File: src/rtl/subtractor_serial_reg_pkg.sv
// Shared definitions for the chunk-serial registered subtractor:
// FSM state encoding and a counter-width helper.
package subtractor_serial_reg_pkg;

  // Default geometry: 32-bit operands processed 8 bits per cycle.
  localparam int DEFAULT_WIDTH = 32;
  localparam int DEFAULT_CHUNK = 8;

  // Two-state sequencer: waiting for a request, or walking the chunks.
  typedef enum logic [0:0] {
    ST_IDLE = 1'b0,
    ST_RUN  = 1'b1
  } state_t;

  // Bits needed to count 0..n-1. Never returns less than 1, so the
  // single-chunk case (n == 1) still gets a legal 1-bit counter.
  function automatic int cnt_width(input int n);
    int w;
    w = 1;
    for (int i = 0; i < 32; i++) begin
      if ((1 << w) < n) begin
        w = w + 1;
      end
    end
    return w;
  endfunction

endpackage

File: src/rtl/subtractor_serial_reg_sub_chunk.sv
// Combinational CHUNK-bit adder slice used for one chunk of a + ~b + c.
// Also exposes the carry into its top bit so the top level can derive
// signed overflow on the final chunk.

// One-bit full adder cell used to build the chunk slice.
module sub_fa_cell (
  input  logic x,
  input  logic y,
  input  logic ci,
  output logic s,
  output logic co
);

  assign s  = x ^ y ^ ci;
  assign co = (x & y) | (x & ci) | (y & ci);

endmodule

module sub_chunk #(
  parameter int CHUNK = 8
) (
  input  logic [CHUNK-1:0] x,
  input  logic [CHUNK-1:0] y_n,
  input  logic             cin,
  output logic [CHUNK-1:0] s,
  output logic             cout,
  output logic             c_msb_in
);

  // carry[i] is the carry into bit i; carry[CHUNK] leaves the slice.
  logic [CHUNK:0] carry;

  assign carry[0] = cin;

  generate
    for (genvar gi = 0; gi < CHUNK; gi++) begin : g_fa
      sub_fa_cell u_fa (
        .x  (x[gi]),
        .y  (y_n[gi]),
        .ci (carry[gi]),
        .s  (s[gi]),
        .co (carry[gi+1])
      );
    end
  endgenerate

  assign cout     = carry[CHUNK];
  assign c_msb_in = carry[CHUNK-1];

endmodule

File: src/rtl/subtractor_serial_reg.sv
// Multi-cycle registered subtractor: d = a - b - bi, processed CHUNK bits
// per clock through one shared chunk slice. A start/busy/done handshake
// sequences each operation; d/bo/ov only change on the done edge.
module subtractor_serial_reg
  import subtractor_serial_reg_pkg::*;
#(
  parameter int WIDTH = DEFAULT_WIDTH,
  parameter int CHUNK = DEFAULT_CHUNK
) (
  input  logic             clk,
  input  logic             rst_n,
  input  logic             start,
  input  logic [WIDTH-1:0] a,
  input  logic [WIDTH-1:0] b,
  input  logic             bi,
  output logic             busy,
  output logic             done,
  output logic [WIDTH-1:0] d,
  output logic             bo,
  output logic             ov
);

  // Number of chunk cycles per operation and the counter that walks them.
  localparam int N  = WIDTH / CHUNK;
  localparam int CW = cnt_width(N);
  localparam logic [CW-1:0] CNT_LAST = CW'(N - 1);

  state_t            state_reg;
  logic [CW-1:0]     cnt_reg;
  logic [WIDTH-1:0]  a_reg;       // latched minuend
  logic [WIDTH-1:0]  b_n_reg;     // latched, already-inverted subtrahend
  logic              carry_reg;   // carry between successive chunks
  logic [WIDTH-1:0]  res_reg;     // partial result, never exposed directly
  logic [WIDTH-1:0]  res_next;
  logic [WIDTH-1:0]  d_reg;
  logic              bo_reg;
  logic              ov_reg;
  logic              done_reg;
  logic              busy_reg;

  logic [CHUNK-1:0]  chunk_x;
  logic [CHUNK-1:0]  chunk_y_n;
  logic [CHUNK-1:0]  chunk_s;
  logic              chunk_cout;
  logic              chunk_c_msb_in;

  // Select the chunk addressed by the counter from both operand registers.
  always_comb begin
    chunk_x   = a_reg[cnt_reg*CHUNK +: CHUNK];
    chunk_y_n = b_n_reg[cnt_reg*CHUNK +: CHUNK];
  end

  sub_chunk #(
    .CHUNK (CHUNK)
  ) u_sub_chunk (
    .x        (chunk_x),
    .y_n      (chunk_y_n),
    .cin      (carry_reg),
    .s        (chunk_s),
    .cout     (chunk_cout),
    .c_msb_in (chunk_c_msb_in)
  );

  // Merge the freshly computed chunk into the partial result so the final
  // chunk can load d directly without waiting an extra cycle.
  always_comb begin
    res_next = res_reg;
    res_next[cnt_reg*CHUNK +: CHUNK] = chunk_s;
  end

  // Sequencer, operand/carry/result registers and registered outputs.
  always_ff @(posedge clk or negedge rst_n) begin
    if (!rst_n) begin
      state_reg <= ST_IDLE;
      cnt_reg   <= '0;
      a_reg     <= '0;
      b_n_reg   <= '0;
      carry_reg <= 1'b0;
      res_reg   <= '0;
      d_reg     <= '0;
      bo_reg    <= 1'b0;
      ov_reg    <= 1'b0;
      done_reg  <= 1'b0;
      busy_reg  <= 1'b0;
    end else begin
      done_reg <= 1'b0;
      case (state_reg)
        ST_IDLE: begin
          if (start) begin
            a_reg     <= a;
            b_n_reg   <= ~b;
            carry_reg <= ~bi;
            cnt_reg   <= '0;
            busy_reg  <= 1'b1;
            state_reg <= ST_RUN;
          end
        end
        ST_RUN: begin
          res_reg   <= res_next;
          carry_reg <= chunk_cout;
          cnt_reg   <= cnt_reg + 1'b1;
          if (cnt_reg == CNT_LAST) begin
            // Last chunk: its carry out is the carry out of bit WIDTH-1.
            d_reg     <= res_next;
            bo_reg    <= ~chunk_cout;
            ov_reg    <= chunk_c_msb_in ^ chunk_cout;
            done_reg  <= 1'b1;
            busy_reg  <= 1'b0;
            cnt_reg   <= '0;
            state_reg <= ST_IDLE;
          end
        end
        default: begin
          busy_reg  <= 1'b0;
          state_reg <= ST_IDLE;
        end
      endcase
    end
  end

  assign busy = busy_reg;
  assign done = done_reg;
  assign d    = d_reg;
  assign bo   = bo_reg;
  assign ov   = ov_reg;

endmodule

File: config.mk
export PLATFORM = sky130hd
export DESIGN_NAME = subtractor_serial_reg
export DESIGN_NICKNAME = d
export VERILOG_FILES = /design/src/rtl/subtractor_serial_reg_pkg.sv /design/src/rtl/subtractor_serial_reg_sub_chunk.sv /design/src/rtl/subtractor_serial_reg.sv
export SDC_FILE = /design/constraint.sdc
export NUM_CORES = 1
export LEC_CHECK = 0
export CORE_MARGIN = 4
export CORE_UTILIZATION = 30
export CTS_CLUSTER_DIAMETER = 40
export DETAILED_ROUTE_END_ITERATION = 6
export GPL_ROUTABILITY_DRIVEN = 1
export PLACE_DENSITY = 0.6
export SETUP_SLACK_MARGIN = 0.4
export SKIP_LAST_GASP = 1
export SLEW_MARGIN = 15
export SYNTH_ARGS = -nofsm -noshare
export SYNTH_HDL_FRONTEND = slang
export SYNTH_SLANG_ARGS = --single-unit
File: constraint.sdc
create_clock -name clk -period 9.4 [get_ports clk]
set_input_delay 2.82 -clock clk [delete_from_list [all_inputs] [get_ports clk]]
set_output_delay 2.82 -clock clk [all_outputs]
set_load 0.02 [all_outputs]
# After elaboration in Yosys (flattened, before gate mapping)
# Cells that the tools add are included.
[totals]
ff_bits = 136
in_bits = 68
word_cells = 98
[op_classes]
n_bitwise = 61
shifts = 4
n_reduce_logical = 3
mux = 14
n_eq_ne = 3
add_sub_neg = 2
[op_table]
columns = ["op", "count"]
rows = [
  ["$shiftx 32x6->8", 2],
  ["$neg 5->34", 1],
  ["$shift 8x34->32 const A", 1],
  ["$shiftx 8x34->32", 1],
  ["$bwmux 32", 1],
  ["$not 32->32", 1],
  ["$and 1x1->1", 24],
  ["$xor 1x1->1", 17],
  ["$or 1x1->1", 16],
  ["$mux 1", 7],
  ["$pmux 1 s2", 3],
  ["$reduce_and 2->1", 3],
  ["$mux 2", 2],
  ["$pmux 2 s2", 1],
  ["$not 1->1", 3],
  ["$add 2x1->2 const B", 1],
  ["$eq 2x2->1 const B", 1],
  ["$ne 2x1->1 const B", 1],
  ["$ne 2x2->1 const B", 1],
]

# Depth between registers and ports, before layout
[depth]
depth_word = 26
depth_mapped = 14
ltp_nobuf = 12

# Hierarchy
# Synthesis repeated with hierarchy kept, for this count alone.
[hier_totals]
hier_cells = 490
hier_area_um2 = 6053.3
[modules_own_cells]
columns = ["module", "area_per_inst_um2", "seq_area_each_um2", "cells_each", "instances"]
rows = [
  ["subtractor_serial_reg", 5893.2, 3403.3, 482, 1],
  ["sub_fa_cell", 20.0, 0.0, 1, 8],
]

# Worst setup path before layout
# OpenSTA, ideal clock, no wires.
[synth_path]
path_kind = "register -> register"
start = "register cnt_reg[0]"
end = "register d_reg[15] (netlist: d[15])"
slack_ps = 4923
path_stages_with_launch = 15
required_time_ps = 9312
arrival_time_ps = 4389
n_path_buf = 2
path_cell_list = "dfrtp_1 -> buf_6 -> buf_6 -> mux4_2 -> fa_1 -> inv_1 -> fa_1 -> fa_1 -> fa_1 -> fa_1 -> fa_1 -> fa_1 -> fa_1 -> nand3b_1 -> o211ai_1"
[synth_via]
elab_chain_len = 25
word_cells_on_any_way = 59
classes_between = "add/sub (1); eq/ne (1); shift (4); mux (1); bitwise (51); reduce/logical (1)"
[synth_rtl]
columns = ["element", "line", "text"]
rows = [
  ["start: declaration", "subtractor_serial_reg.sv:29", "logic [CW-1:0] cnt_reg;"],
  ["start signal: assignment", "subtractor_serial_reg.sv:101", "cnt_reg <= cnt_reg + 1'b1;"],
  ["$shiftx 32x6->8 (on tied branches)", "subtractor_serial_reg.sv:49, subtractor_serial_reg.sv:50", ""],
  ["$and 1x1->1", "subtractor_serial_reg_sub_chunk.sv:15", "assign co = (x & y) | (x & ci) | (y & ci);"],
  ["$or 1x1->1 (2 in a row)", "subtractor_serial_reg_sub_chunk.sv:15", ""],
  ["$and 1x1->1", "subtractor_serial_reg_sub_chunk.sv:15", ""],
  ["$or 1x1->1 (2 in a row)", "subtractor_serial_reg_sub_chunk.sv:15", ""],
  ["$and 1x1->1", "subtractor_serial_reg_sub_chunk.sv:15", ""],
  ["$or 1x1->1 (2 in a row)", "subtractor_serial_reg_sub_chunk.sv:15", ""],
  ["$and 1x1->1", "subtractor_serial_reg_sub_chunk.sv:15", ""],
  ["[3 not listed]", "n/a", ""],
  ["$or 1x1->1 (2 in a row)", "subtractor_serial_reg_sub_chunk.sv:15", ""],
  ["$and 1x1->1", "subtractor_serial_reg_sub_chunk.sv:15", ""],
  ["$or 1x1->1 (2 in a row)", "subtractor_serial_reg_sub_chunk.sv:15", ""],
  ["$and 1x1->1", "subtractor_serial_reg_sub_chunk.sv:15", ""],
  ["$or 1x1->1 (2 in a row)", "subtractor_serial_reg_sub_chunk.sv:15", ""],
  ["$xor 1x1->1", "subtractor_serial_reg_sub_chunk.sv:14", "assign s = x ^ y ^ ci;"],
  ["$shiftx 8x34->32", "subtractor_serial_reg.sv:68", "res_next[cnt_reg*CHUNK +: CHUNK] = chunk_s;"],
  ["$bwmux 32", "subtractor_serial_reg.sv:68", ""],
  ["end signal: assignment", "subtractor_serial_reg.sv:104", "d_reg <= res_next;"],
  ["end: declaration", "subtractor_serial_reg.sv:35", "logic [WIDTH-1:0] d_reg;"],
]
# Parallel ways exist; a longest one is shown, timed or not.
# A chain may end at the register's enable or synchronous reset.

# Worst setup path in the final report
# Same ends and word-level chain as after synthesis.

==> parameters.txt <==
Parameter                              Value

Place
  Routability Congestion ... 0.777
  Hpwl dp ... approximately 12000 um
  Number of port buffers ... 103
  Worst slack at placement ... 4.54 ns

Timing
  Maximum achievable frequency ... 205 MHz
  Final number of setup-violating endpoints ... 0
  Worst slew margin relative to its limit ... 32.1%
  Max Transition Viols Final ... 0
  Worst path setup slack after routing ... 4.52 ns
  Setup_tns ... 0 ns
  Min Clock Period, post-route ... 4.88 ns
  Hold Violations, Final ... 0
  Layout Skew ... between 0.009 and 0.01 ns
  Final cycle utilization of the critical path ... 51.9%
  Transition time at the pin with the least slew margin ... 1.02 ns
  Setup repair after global routing missed its margin ... false

Clock network
  Buffers from clock root to sink, at most ... 2
  Clock transition at the registers of the reported paths ... 0.06 ns
  Number of H-tree levels ... 4
  Library cell used as clock root buffer ... sky130_fd_sc_hd__clkbuf_16
  Hold buffers post-CTS ... 0
  CTS Buf Count ... 17
  CTS tree ... yes
  Buffer count from post-CTS setup fixing ... 0
  Count of instances resized after the clock tree is built ... 0
  Source-to-sink clock delay at the later pin of the worst-skew pair ... 0.42 ns
  CTS Sinks ... 136

Detailed routing
  Detailed-route wire length per cell ... roughly 18 um
  Total via count after detailed routing ... 4499
  Average vias per placed instance ... 5.01
  Residual antenna-violating net count after detailed routing ... 0
  First-pass iteration count of the detailed router ... 4
  Total Wirelength ... approximately 17000 um
  First-iteration detailed-routing DRC count ... 443
  Residual DRC ... 0

Die
  Die Height ... 158 um
  Die width ... 158 um
  Starting Density ... 30.8%
  Core Box Area ... 22000 um2
  Num ports ... 104
  Die footprint ... 25000 um2
  Core Rows ... 54

Cells and area
  Fraction of layout cells with a size suffix above 1 ... between 10% and 20%
  Final antenna diode count ... 0
  Register cell area after layout ... between 3000 and 4000 um2
  Fillers ... 2061
  Area used by multi-input combinational logic ... approximately 2900 um2
  Layout Area Growth over Synthesis ... 26.5%
  # nets final ... 687

Status
  Outcome ... finished, final reports clean

Logic synthesis
  Number of enable-type register cells in the synthesized netlist ... 0
  Most instantiated flip-flop cell in the synthesis netlist ... sky130_fd_sc_hd__dfrtp_1
  Most repeated cell in the gate-level netlist after synthesis ... sky130_fd_sc_hd__dfrtp_1
  Count of different cell masters after synthesis ... 33
  Top cells by count, synth ... sky130_fd_sc_hd__dfrtp_1, sky130_fd_sc_hd__inv_1, sky130_fd_sc_hd__nand3b_1
  Post-synth net total ... 607
  Top cell type's share of synthesized area ... 50.4%
  Avg Cell Area, Syn ... 12.9 um2
  Register bit count reported by yosys ... 136
  Synth Cell Area ... about 6800 um2
  Area contributors post-synth ... sky130_fd_sc_hd__dfrtp_1, sky130_fd_sc_hd__mux4_2, sky130_fd_sc_hd__a21bo_2, sky130_fd_sc_hd__mux2i_1, sky130_fd_sc_hd__nand4b_1
  Post-Synthesis Cells ... 525
  Cell taking the most area after synthesis ... sky130_fd_sc_hd__dfrtp_1
  Fraction of registers with async set or reset after synthesis ... 100%
  Yosys Warn Count ... 0
  Fraction of the yosys area taken by sequential cells ... 50.4%

Global routing
  Met1 Use GR ... 19.1%
  Final global-route overflow total ... 0
  GR Util All Layers ... 13.9%
  Met3 Track Usage GR ... 4.05%
  Routing layer with the top usage in global route ... met2
  Largest net degree at the start of global routing ... 108
  Initial antenna violation count ... 1
  Number of global-route vias before repair ... 4792
  Global-route wire length before repair ... 26700 um
  Met2 demand-to-capacity share in global routing ... 21.5%

Worst setup path
  Element type at the critical path start ... flip-flop
  Kind of critical path ... reg2reg
  Max Fanout on Critical Path ... 30
  Required @ worst endpoint ... 9.72 ns
  Worst endpoint data arrival time ... 5.20 ns
  Worst-case reg-to-reg path depth ... 13
  Critical path capture point type ... flip-flop

Hold path
  Path type of the worst min-delay path ... reg2reg
  Hold path cells ... 1

Pwr
  Maximum resistive drop on vdd ... 0.199 mV
  Cell Pwr Density ... 406 nW/um2
  Leakage dissipation ... 3.50 nW

Job
  # Max-Cap Violations ... 0
-- metrics by stage --
step                      instances  power [mW]  hold slack (ns)  instance area (um2)  util, %
after detailed placement        866        2.79            0.474                 7920     36.0
after global placement          866        2.73            0.465                 7920     36.0
after floorplan                 525        2.18            0.452                 6760        -
after CTS                       898        3.50            0.487                 8540     38.9
final                           898        3.47            0.483                 8540     38.9
after global routing            898        3.70            0.498                 8540     38.9
-- where the power goes --
| part | leakage [nW] | switching (mW) | total (mW) | internal, mW |
|---|---|---|---|---|
| clock | 0.303 | 0.243 | 0.702 | 0.459 |
| sequential | 1.72 | 0.132 | 0.964 | 0.831 |
| combinational | 1.48 | 0.949 | 1.81 | 0.857 |
-- worst max-delay path: stages, from the launching register on --
cell	delay [ns]
sky130_fd_sc_hd__dfrtp_1	0.32
sky130_fd_sc_hd__buf_4	0.42
sky130_fd_sc_hd__mux4_2	0.33
sky130_fd_sc_hd__fa_1	0.16
sky130_fd_sc_hd__inv_1	0.05
sky130_fd_sc_hd__fa_1	0.38
sky130_fd_sc_hd__fa_1	0.41
sky130_fd_sc_hd__fa_1	0.40
sky130_fd_sc_hd__fa_1	0.39
sky130_fd_sc_hd__fa_1	0.42
sky130_fd_sc_hd__fa_1	0.45
sky130_fd_sc_hd__fa_1	0.53
sky130_fd_sc_hd__nand3b_1	0.25
sky130_fd_sc_hd__o211ai_1	0.26
-- cell type report --
cell class	instances	share of cell area, %
Clock buffer	26	6.08
Clock inverter	6	1.29
Inverter	50	2.20
Multi-Input combinational cell	291	33.9
Sequential cell	136	39.8
Tap cell	280	4.10
Timing Repair Buffer	109	12.6
-- worst paths after layout --
| kind | slack [ns] | endpoint | start |
|---|---|---|---|
| worst max register to register | 4.52 | d[15]$_DFFE_PN0P_ | cnt_reg[0]$_DFFE_PN0P_ |
| worst max-delay path | 4.52 | d[15]$_DFFE_PN0P_ | cnt_reg[0]$_DFFE_PN0P_ |
| worst min register to register | 0.48 | a_reg[20]$_DFFE_PN0P_ | a_reg[20]$_DFFE_PN0P_ |
| worst min-delay path | 0.48 | a_reg[20]$_DFFE_PN0P_ | a_reg[20]$_DFFE_PN0P_ |
| min in group asynchronous | 2.51 | d[20]$_DFFE_PN0P_ | rst_n |
| max in group asynchronous | 5.52 | b_n_reg[6]$_DFFE_PN0P_ | rst_n |
-- placed cells by master (no fill, tap or decap), types with 16 or more instances in the layout --
cell and count:
sky130_fd_sc_hd__a21bo_2 32, sky130_fd_sc_hd__dfrtp_1 135, sky130_fd_sc_hd__inv_1 50, sky130_fd_sc_hd__nand4b_1 32, sky130_fd_sc_hd__mux2i_1 32, sky130_fd_sc_hd__clkdlybuf4s50_1 102
sky130_fd_sc_hd__mux4_2 16, sky130_fd_sc_hd__mux2_2 16, sky130_fd_sc_hd__o211ai_1 32, sky130_fd_sc_hd__clkbuf_16 17, sky130_fd_sc_hd__o2bb2ai_1 32, sky130_fd_sc_hd__nand3b_1 36
sky130_fd_sc_hd__mux2_1 17
-- layer usage --
layer	part of all wire (%)	vias up
li1	-	2071
met1	47	2267
met2	46	137
met3	6.2	22
met4	1.5	2
met5	0.079	-
-- cells by family after synthesis --
group	count (synthesis)	share of synthesized area (%)
buffers and inverters	98	6.83
flip-flops	136	50.4
adder cells (fa/ha/maj)	14	3.48
XOR/XNOR	1	0.130
AO/OA/AOI/OAI	102	13.1
multiplexers	81	15.6
AND/OR/NAND/NOR	93	10.6
(Power assumes the default switching activity.)
